### config.mk
export PLATFORM = sky130hd
export DESIGN_NAME = hk_mash_ddsm
export DESIGN_NICKNAME = d
export VERILOG_FILES = /design/src/rtl/hk_mash_ddsm.sv
export SDC_FILE = /design/constraint.sdc
export NUM_CORES = 1
export LEC_CHECK = 0
export CAP_MARGIN = 20
export CORE_UTILIZATION = 55
export CTS_CLUSTER_SIZE = 10
export DETAILED_ROUTE_END_ITERATION = 7
export DONT_BUFFER_PORTS = 1
export MAX_ROUTING_LAYER = met4
export PLACE_DENSITY_LB_ADDON = 0.05
export REMOVE_ABC_BUFFERS = 1
export SLEW_MARGIN = 30
export SYNTH_ARGS = -nofsm -noshare
export SYNTH_HDL_FRONTEND = slang
export SYNTH_SLANG_ARGS = --single-unit
### constraint.sdc
create_clock -name clk -period 15.3 [get_ports clk]
set_clock_uncertainty 0.15 [all_clocks]
set_input_delay 3.06 -clock clk [delete_from_list [all_inputs] [get_ports clk]]
set_output_delay 3.06 -clock clk [all_outputs]
set_load 0.005 [all_outputs]
### src/rtl/hk_mash_ddsm.sv
// HK-MASH delta-sigma modulator: up to four chained HK error-feedback stages, noise-cancelled into a signed y_o.
// y_o is registered one edge after the carries it is built from; en=0 freezes the datapath (no backpressure beyond that).
module hk_mash_ddsm #(
  parameter int WIDTH  = 24,
  parameter int ORDER  = 3,
  parameter int A_GAIN = 1,
  parameter int DITHER = 1
) (
  input  logic                    clk,
  input  logic                    rst_n,
  input  logic                    en,
  input  logic [WIDTH-1:0]        x_i,
  input  logic                    x_load,
  input  logic [2:0]              ord_i,
  input  logic                    dither_en,
  output logic signed [ORDER:0]   y_o,
  output logic                    y_vld
);

  localparam logic [WIDTH:0] A_EXT = {{(WIDTH+1-A_GAIN){1'b0}}, {A_GAIN{1'b1}}};

  logic [WIDTH-1:0]            x_r;
  logic [2:0]                  ord_r;
  logic [2:0]                  ord_clamped;
  logic [2:0]                  ord_nxt;
  logic [ORDER-1:0][WIDTH:0]   s;
  logic [ORDER-1:0][WIDTH:0]   sum;
  logic [ORDER-1:0]            c;
  logic [WIDTH:0]              x_d;
  logic [WIDTH-1:0]            in1;
  logic [22:0]                 lfsr;
  logic                        d;
  logic signed [ORDER:0]       n  [ORDER+1];
  logic signed [ORDER:0]       nz [ORDER];   // nz[j] = n[j+1] from the previous enabled edge

  always_comb begin
    ord_clamped = ord_i;
    if (ord_i == 3'd0)
      ord_clamped = 3'd1;
    else if (ord_i > 3'(ORDER))
      ord_clamped = 3'(ORDER);
  end

  // Order only moves while the modulator is paused, and inactive stages are cleared on that same edge.
  assign ord_nxt = en ? ord_r : ord_clamped;

  assign d   = (DITHER != 0) && dither_en && lfsr[0];
  assign x_d = {1'b0, x_r} + {{WIDTH{1'b0}}, d};
  assign in1 = x_d[WIDTH] ? {WIDTH{1'b1}} : x_d[WIDTH-1:0];

  always_comb begin
    logic [WIDTH-1:0] in_k;
    in_k = in1;
    sum  = '0;
    c    = '0;
    for (int k = 0; k < ORDER; k++) begin
      c[k]   = s[k][WIDTH];
      sum[k] = {1'b0, in_k} + {1'b0, s[k][WIDTH-1:0]} + (c[k] ? A_EXT : '0);
      in_k   = sum[k][WIDTH-1:0];
    end
  end

  always_comb begin
    for (int k = 0; k <= ORDER; k++)
      n[k] = '0;
    for (int k = ORDER - 1; k >= 0; k--)
      n[k] = $signed({{ORDER{1'b0}}, c[k]}) + n[k+1] - nz[k];
  end

  always_ff @(posedge clk or negedge rst_n) begin
    if (!rst_n) begin
      x_r   <= '0;
      ord_r <= 3'(ORDER);
      s     <= '0;
      y_o   <= '0;
      y_vld <= 1'b0;
      for (int j = 0; j < ORDER; j++)
        nz[j] <= '0;
    end else begin
      if (x_load)
        x_r <= x_i;
      ord_r <= ord_nxt;
      y_vld <= en;
      if (en)
        y_o <= n[0];
      for (int k = 0; k < ORDER; k++) begin
        if (k + 1 > int'(ord_nxt))
          s[k] <= '0;
        else if (en)
          s[k] <= sum[k];
      end
      for (int j = 0; j < ORDER; j++) begin
        if (j + 1 >= int'(ord_nxt))
          nz[j] <= '0;
        else if (en)
          nz[j] <= n[j+1];
      end
    end
  end

  generate
    if (DITHER != 0) begin : g_lfsr
      // x^23 + x^18 + 1, newest bit enters at bit 0
      always_ff @(posedge clk or negedge rst_n) begin
        if (!rst_n)
          lfsr <= 23'h1;
        else if (en)
          lfsr <= {lfsr[21:0], lfsr[22] ^ lfsr[17]};
      end
    end else begin : g_no_lfsr
      assign lfsr = 23'h1;
    end
  endgenerate

endmodule
# Word level (Yosys, flattened, before mapping)
# Index checks and enable logic that the tools add are counted.
# totals
regBits	142
output_inout_bits	5
# classes
bitwise_logic	1
n_reduce_logical	8
n_addsub	12
mux	19
magnitude_cmp	7
# ops
op	count
$mux W25	6
$add A24 B24 Y25	3
$add A25 B1 Y25	3
$add A24 B1 Y25	1
$mux W24	1
$mux W4	6
$reduce_bool A2 Y1	6
$mux W3	3
$add A2 B4 Y4	2
$sub A4 B4 Y4	2
$ge A2 B3 Y1 const A	2
$gt A2 B3 Y1 const A	2
$sub A2 B4 Y4	1
$ge A1 B3 Y1 const A	1
$gt A1 B3 Y1 const A	1
$gt A3 B2 Y1 const B	1
$logic_not A3 Y1	1
$mux W1	3
$logic_and A1 B1 Y1	1
$xor A1 B1 Y1	1

# Logic depth before layout (Yosys ltp)
# depth
depth_word	11
ltp_mapped	34
ltp_nobuf	33

# Worst setup path before layout
# OpenSTA, ideal clock, no wires.
# synth_timing
path_type	input-to-reg
start	input dither_en
end	register s[73] in the netlist's numbering
stages	32
n_path_buf	3
required_time_ps	15028
arrival_ps	9056
setup_slack_ps	5973
cell_sequence	and2_1 ha_1 ha_1 and3_1 and2_1 nand3_1 nor2_1 nand2_1 clkbuf_1 nand2_1 ha_1 clkbuf_1 and4_1 nand2_1 a211o_1 a31oi_2 a21oi_1 o311ai_1 ha_1 clkbuf_1 nor2_1 nor2_1 a221oi_1 xnor2_1 ha_1 a21oi_1 o21ai_0 o21a_1 o21ai_0 nand2b_1 or3_1 a32o_1
# synth_via
elab_chain_cells	11
# synth_rtl
element	line_no	rtl
start, declared	15	input logic dither_en,
$logic_and A1 B1 Y1	47	assign d = (DITHER != 0) && dither_en && lfsr[0];
$add A24 B1 Y25	48	assign x_d = {1'b0, x_r} + {{WIDTH{1'b0}}, d};
$mux W24	49	assign in1 = x_d[WIDTH] ? {WIDTH{1'b1}} : x_d[WIDTH-1:0];
$add A24 B24 Y25	58	sum[k] = {1'b0, in_k} + {1'b0, s[k][WIDTH-1:0]} + (c[k] ? A_EXT : '0);
$add A25 B1 Y25	58	
$add A24 B24 Y25	58	
$add A25 B1 Y25	58	
$add A24 B24 Y25	58	
$add A25 B1 Y25	58	
$mux W25	89	else if (en)
$mux W25	87	if (k + 1 > int'(ord_nxt))
end signal, assigned by index	90	s[k] <= sum[k];
end, declared	26	logic [ORDER-1:0][WIDTH:0] s;
# Every way passes these cells. The select of a mux whose other input is x is not followed.
# A chain may end at the register's enable or synchronous reset.

# Final worst setup path
# layout_timing
start	input dither_en
end	register s[67] in the netlist's numbering
# The elaborated chain is that of the path after synthesis.

==> results.txt <==
----------------------------------------------------
[Synthesis]
  Post-synthesis sequential area ratio ... a little over a third
  EDFF count, synth ... 0
  Asr flop ratio synth ... 100.0%
  Post-synthesis adder-cell area fraction ... 12.19%
  Distinct cell type count of the synthesized netlist ... 69
  Cells taking the most area after synthesis ... sky130_fd_sc_hd__dfrtp_1 35%, sky130_fd_sc_hd__ha_1 11%, sky130_fd_sc_hd__mux2_2 5.9%, sky130_fd_sc_hd__xnor2_1 4.3%, sky130_fd_sc_hd__a21oi_1 4.2%
  Share of synthesized cell area in and, or, nand and nor gates ... approximately 14%
  Mux share of post-synthesis cell area ... between 6 and 7%
  Warnings from Yosys ... 0
  Cell type contributing the most total cell area after synthesis ... sky130_fd_sc_hd__dfrtp_1
  Most used flip-flop cell after synthesis ... sky130_fd_sc_hd__dfrtp_1
  Number of synthesized register bits ... between 100 and 150
  Gate count of the mapped netlist ... around 1000
  Per-instance average area after synthesis ... just over 9 um^2
  Xor/xnor share of the synthesized area ... around 6.3%
  Share of Yosys cell area claimed by the top area cell type ... between 30 and 40%
  Mapped cell area ... 9464 um^2
  Area fraction in compound gates after synthesis ... approximately 22%
  Main combinational cell family by area after synthesis ... compound AO/OA/AOI/OAI gates

[Clocking]
  TritonCTS clock tree ... done
  Clock root cell ... sky130_fd_sc_hd__clkbuf_16
  Count of buffers added by post-CTS timing repair for setup ... 0
  Clock edge transition at the registers on the reported setup and hold paths ... 0.07 ns
  CTS H-tree lvls ... 4
  TritonCTS Sinks ... 134
  CTS-repair resized insts ... 0
  Number of buffers on the longest clock path ... 2
  CTS buffer count ... 17
  Source-to-sink clock delay at the later pin of the worst-skew pair ... 0.43 ns
  Hold-fix buffer count after cts ... 0

[STA]
  Final cycle utilization of the critical path ... between 60% and 70%
  Count of endpoints failing hold in the final timing report ... 0
  Setup TNS ... 0 ns
  Slew Limit Headroom ... between 40 and 50%
  Upper clock frequency limit ... around 0.098 GHz
  Final Max Slew Viols ... 0
  Final setup violation count ... 0
  Worst slew pin tran ... ~0.81 ns
  Minimum clock period after layout ... a little over 10 ns
  RSZ-0062 raised after global routing ... false

[Die]
  Io pins ... 37
  Starting utilization of the core area ... 56.67%
  Die span in y ... 133.2 um
  Total core area ... between 15000 and 20000 um^2
  Number of rows created at floorplan ... 47
  Floorplan die area ... 17740 um^2
  X dimension of the die ... between 100 and 150 um

[Routing]
  Vias per Instance ... 5.964
  Iteration-0 DRC count of the detailed router ... 515
  Vias after detailed routing ... between 7000 and 8000
  Wirelength, routed ... 21.81 mm
  Count of nets left with antenna violations after detail routing ... 0
  Wire per inst ... 17.66 um
  Post-route DRC violation count ... 0
  Drt first pass iters ... 5

[Cells and area]
  Share of layout cells above drive strength 1 ... 9.754%
  Area Growth Syn to Fin ... 8.434%
  Most used cells in the layout excluding fill and tap cells ... 131 x sky130_fd_sc_hd__dfrtp_1, 95 x sky130_fd_sc_hd__nand2_1, 81 x sky130_fd_sc_hd__ha_1
  Number of inserted diodes ... 0
  Layout Nets ... between 1000 and 1500
  Most common cell after layout, fill and taps aside ... sky130_fd_sc_hd__dfrtp_1

[GRT]
  Wire length of the first global-routing pass ... 36.62 mm
  Largest net degree at the start of global routing ... 135
  Grt ovf ... 0
  Global router's overall resource usage ... between 20% and 30%
  Fraction of met2 tracks used by global routing ... between 40% and 50%
  Met3 layer usage reported by global route ... about 5.1%
  Initial antenna violation count ... 0
  Fraction of met1 tracks used by global routing ... ~37%
  Number of global-route vias before repair ... just over 7000
  Global routing's busiest layer ... met2

[Placed design]
  Gp weighted congestion ... around 0.94
  Sum of net half-perimeters after detailed placement ... ~16 mm
  I/O Buffers ... 0

[Worst setup path]
  Worst endpoint data arrival time ... about 10 ns
  CP Capture Type ... flop
  Largest fanout on the critical path ... 18
  Max incr delay on CP ... 0.53 ns
  Number of buffers and inverters on the critical path ... 1
  Critical path start-end classification ... in -> reg
  Cell family contributing the most delay on the critical path ... compound AO/OA/AOI/OAI gates
  CP most frequent cell ... sky130_fd_sc_hd__ha_1
  Setup crit start kind ... input pin
  Required time of the worst setup path ... about 15 ns
  Worst-path cell with the longest stage delay ... sky130_fd_sc_hd__a211oi_1

[Status]
  Status ... completed

[Job]
  Number of max-cap violations ... 0

[Hold path]
  Worst min-delay path class ... reg -> reg

----------------------------------------------------
==> sequential cells by signal, summed over array words and instances (netlist names) <==
register,flops
ord_r,3
lfsr,23
s,72
x_r,24
y_vld,1
nz,4
y_o,4
c,3
==> cell families (layout without fill, tap and decap cells) <==
group / Yosys count / in the layout
compound gates: 312 / 312
xor+xnor: 68 / 68
fa+ha+maj: 88 / 88
buf+inv: 78 / 81
flops: 134 / 134
mux: 58 / 58
simple gates: 274 / 274
==> synth_stat cells (all sizes together), types with 11 or more instances <==
cell type / count
xnor2: 46
and3: 12
a22o: 35
nor3: 11
a21oi: 82
and2: 12
nand3: 23
ha: 81
nand2b: 11
dfrtp: 131
o21ai: 65
clkbuf: 27
nand2: 95
xor2: 22
mux2: 50
o21a: 11
a21o: 28
nor2: 64
inv: 44
==> worst min-delay path: cells and delay by family, from the launching register on <==
| family | cells | cell delay, ns |
|---|---|---|
| flip-flops | 1 | 0.38 |
| buffers and inverters | 1 | 0.05 |
| AO/OA/AOI/OAI | 1 | 0.05 |
==> path summary, 6_finish.rpt <==
check	start	to	slack, ns	cells past startpoint
max in group asynchronous	rst_n	ord_r[0]	12.52	0
worst max register to register	lfsr[0]	s[67]	7.22	31
min in group asynchronous	rst_n	s[54]	2.16	0
worst min register to register	ord_r[0]	ord_r[0]	0.33	2
worst min-delay path	ord_r[0]	ord_r[0]	0.33	2
worst max-delay path	dither_en	s[67]	5.14	31
==> through the flow <==
step	cell area (um^2)	worst slack, ns	cells	hold WS [ns]	utilization [%]
after detailed placement	9651	4.799	1203	0.3210	57.78
after global placement	9651	4.881	1203	0.3115	57.78
final	10260	5.138	1235	0.3285	61.45
after floorplan	9335	5.957	978	0.2998	-
after global routing	10260	4.470	1235	0.3461	61.45
after CTS	10260	5.233	1235	0.3317	61.42
==> layout make-up <==
type	instances	area (um^2)
Fill cell	1453	6439
Sequential cell	134	3357
Tap cell	220	275.3
Timing Repair Buffer	5	37.54
Inverter	44	165.2
Multi-Input combinational cell	800	5821
Clock buffer	17	425.4
Clock inverter	15	181.4
==> routing by layer <==
| layer | routed length (um) | up-vias |
|---|---|---|
| met5 | 0 | - |
| met4 | 348 | 0 |
| met3 | 786 | 23 |
| met2 | 9940 | 137 |
| met1 | 10740 | 3504 |
| li1 | - | 3702 |
Power is left out: the tool's default activity adds up to more than one toggle a clock period on the data nets, which glitch-free logic cannot reach.
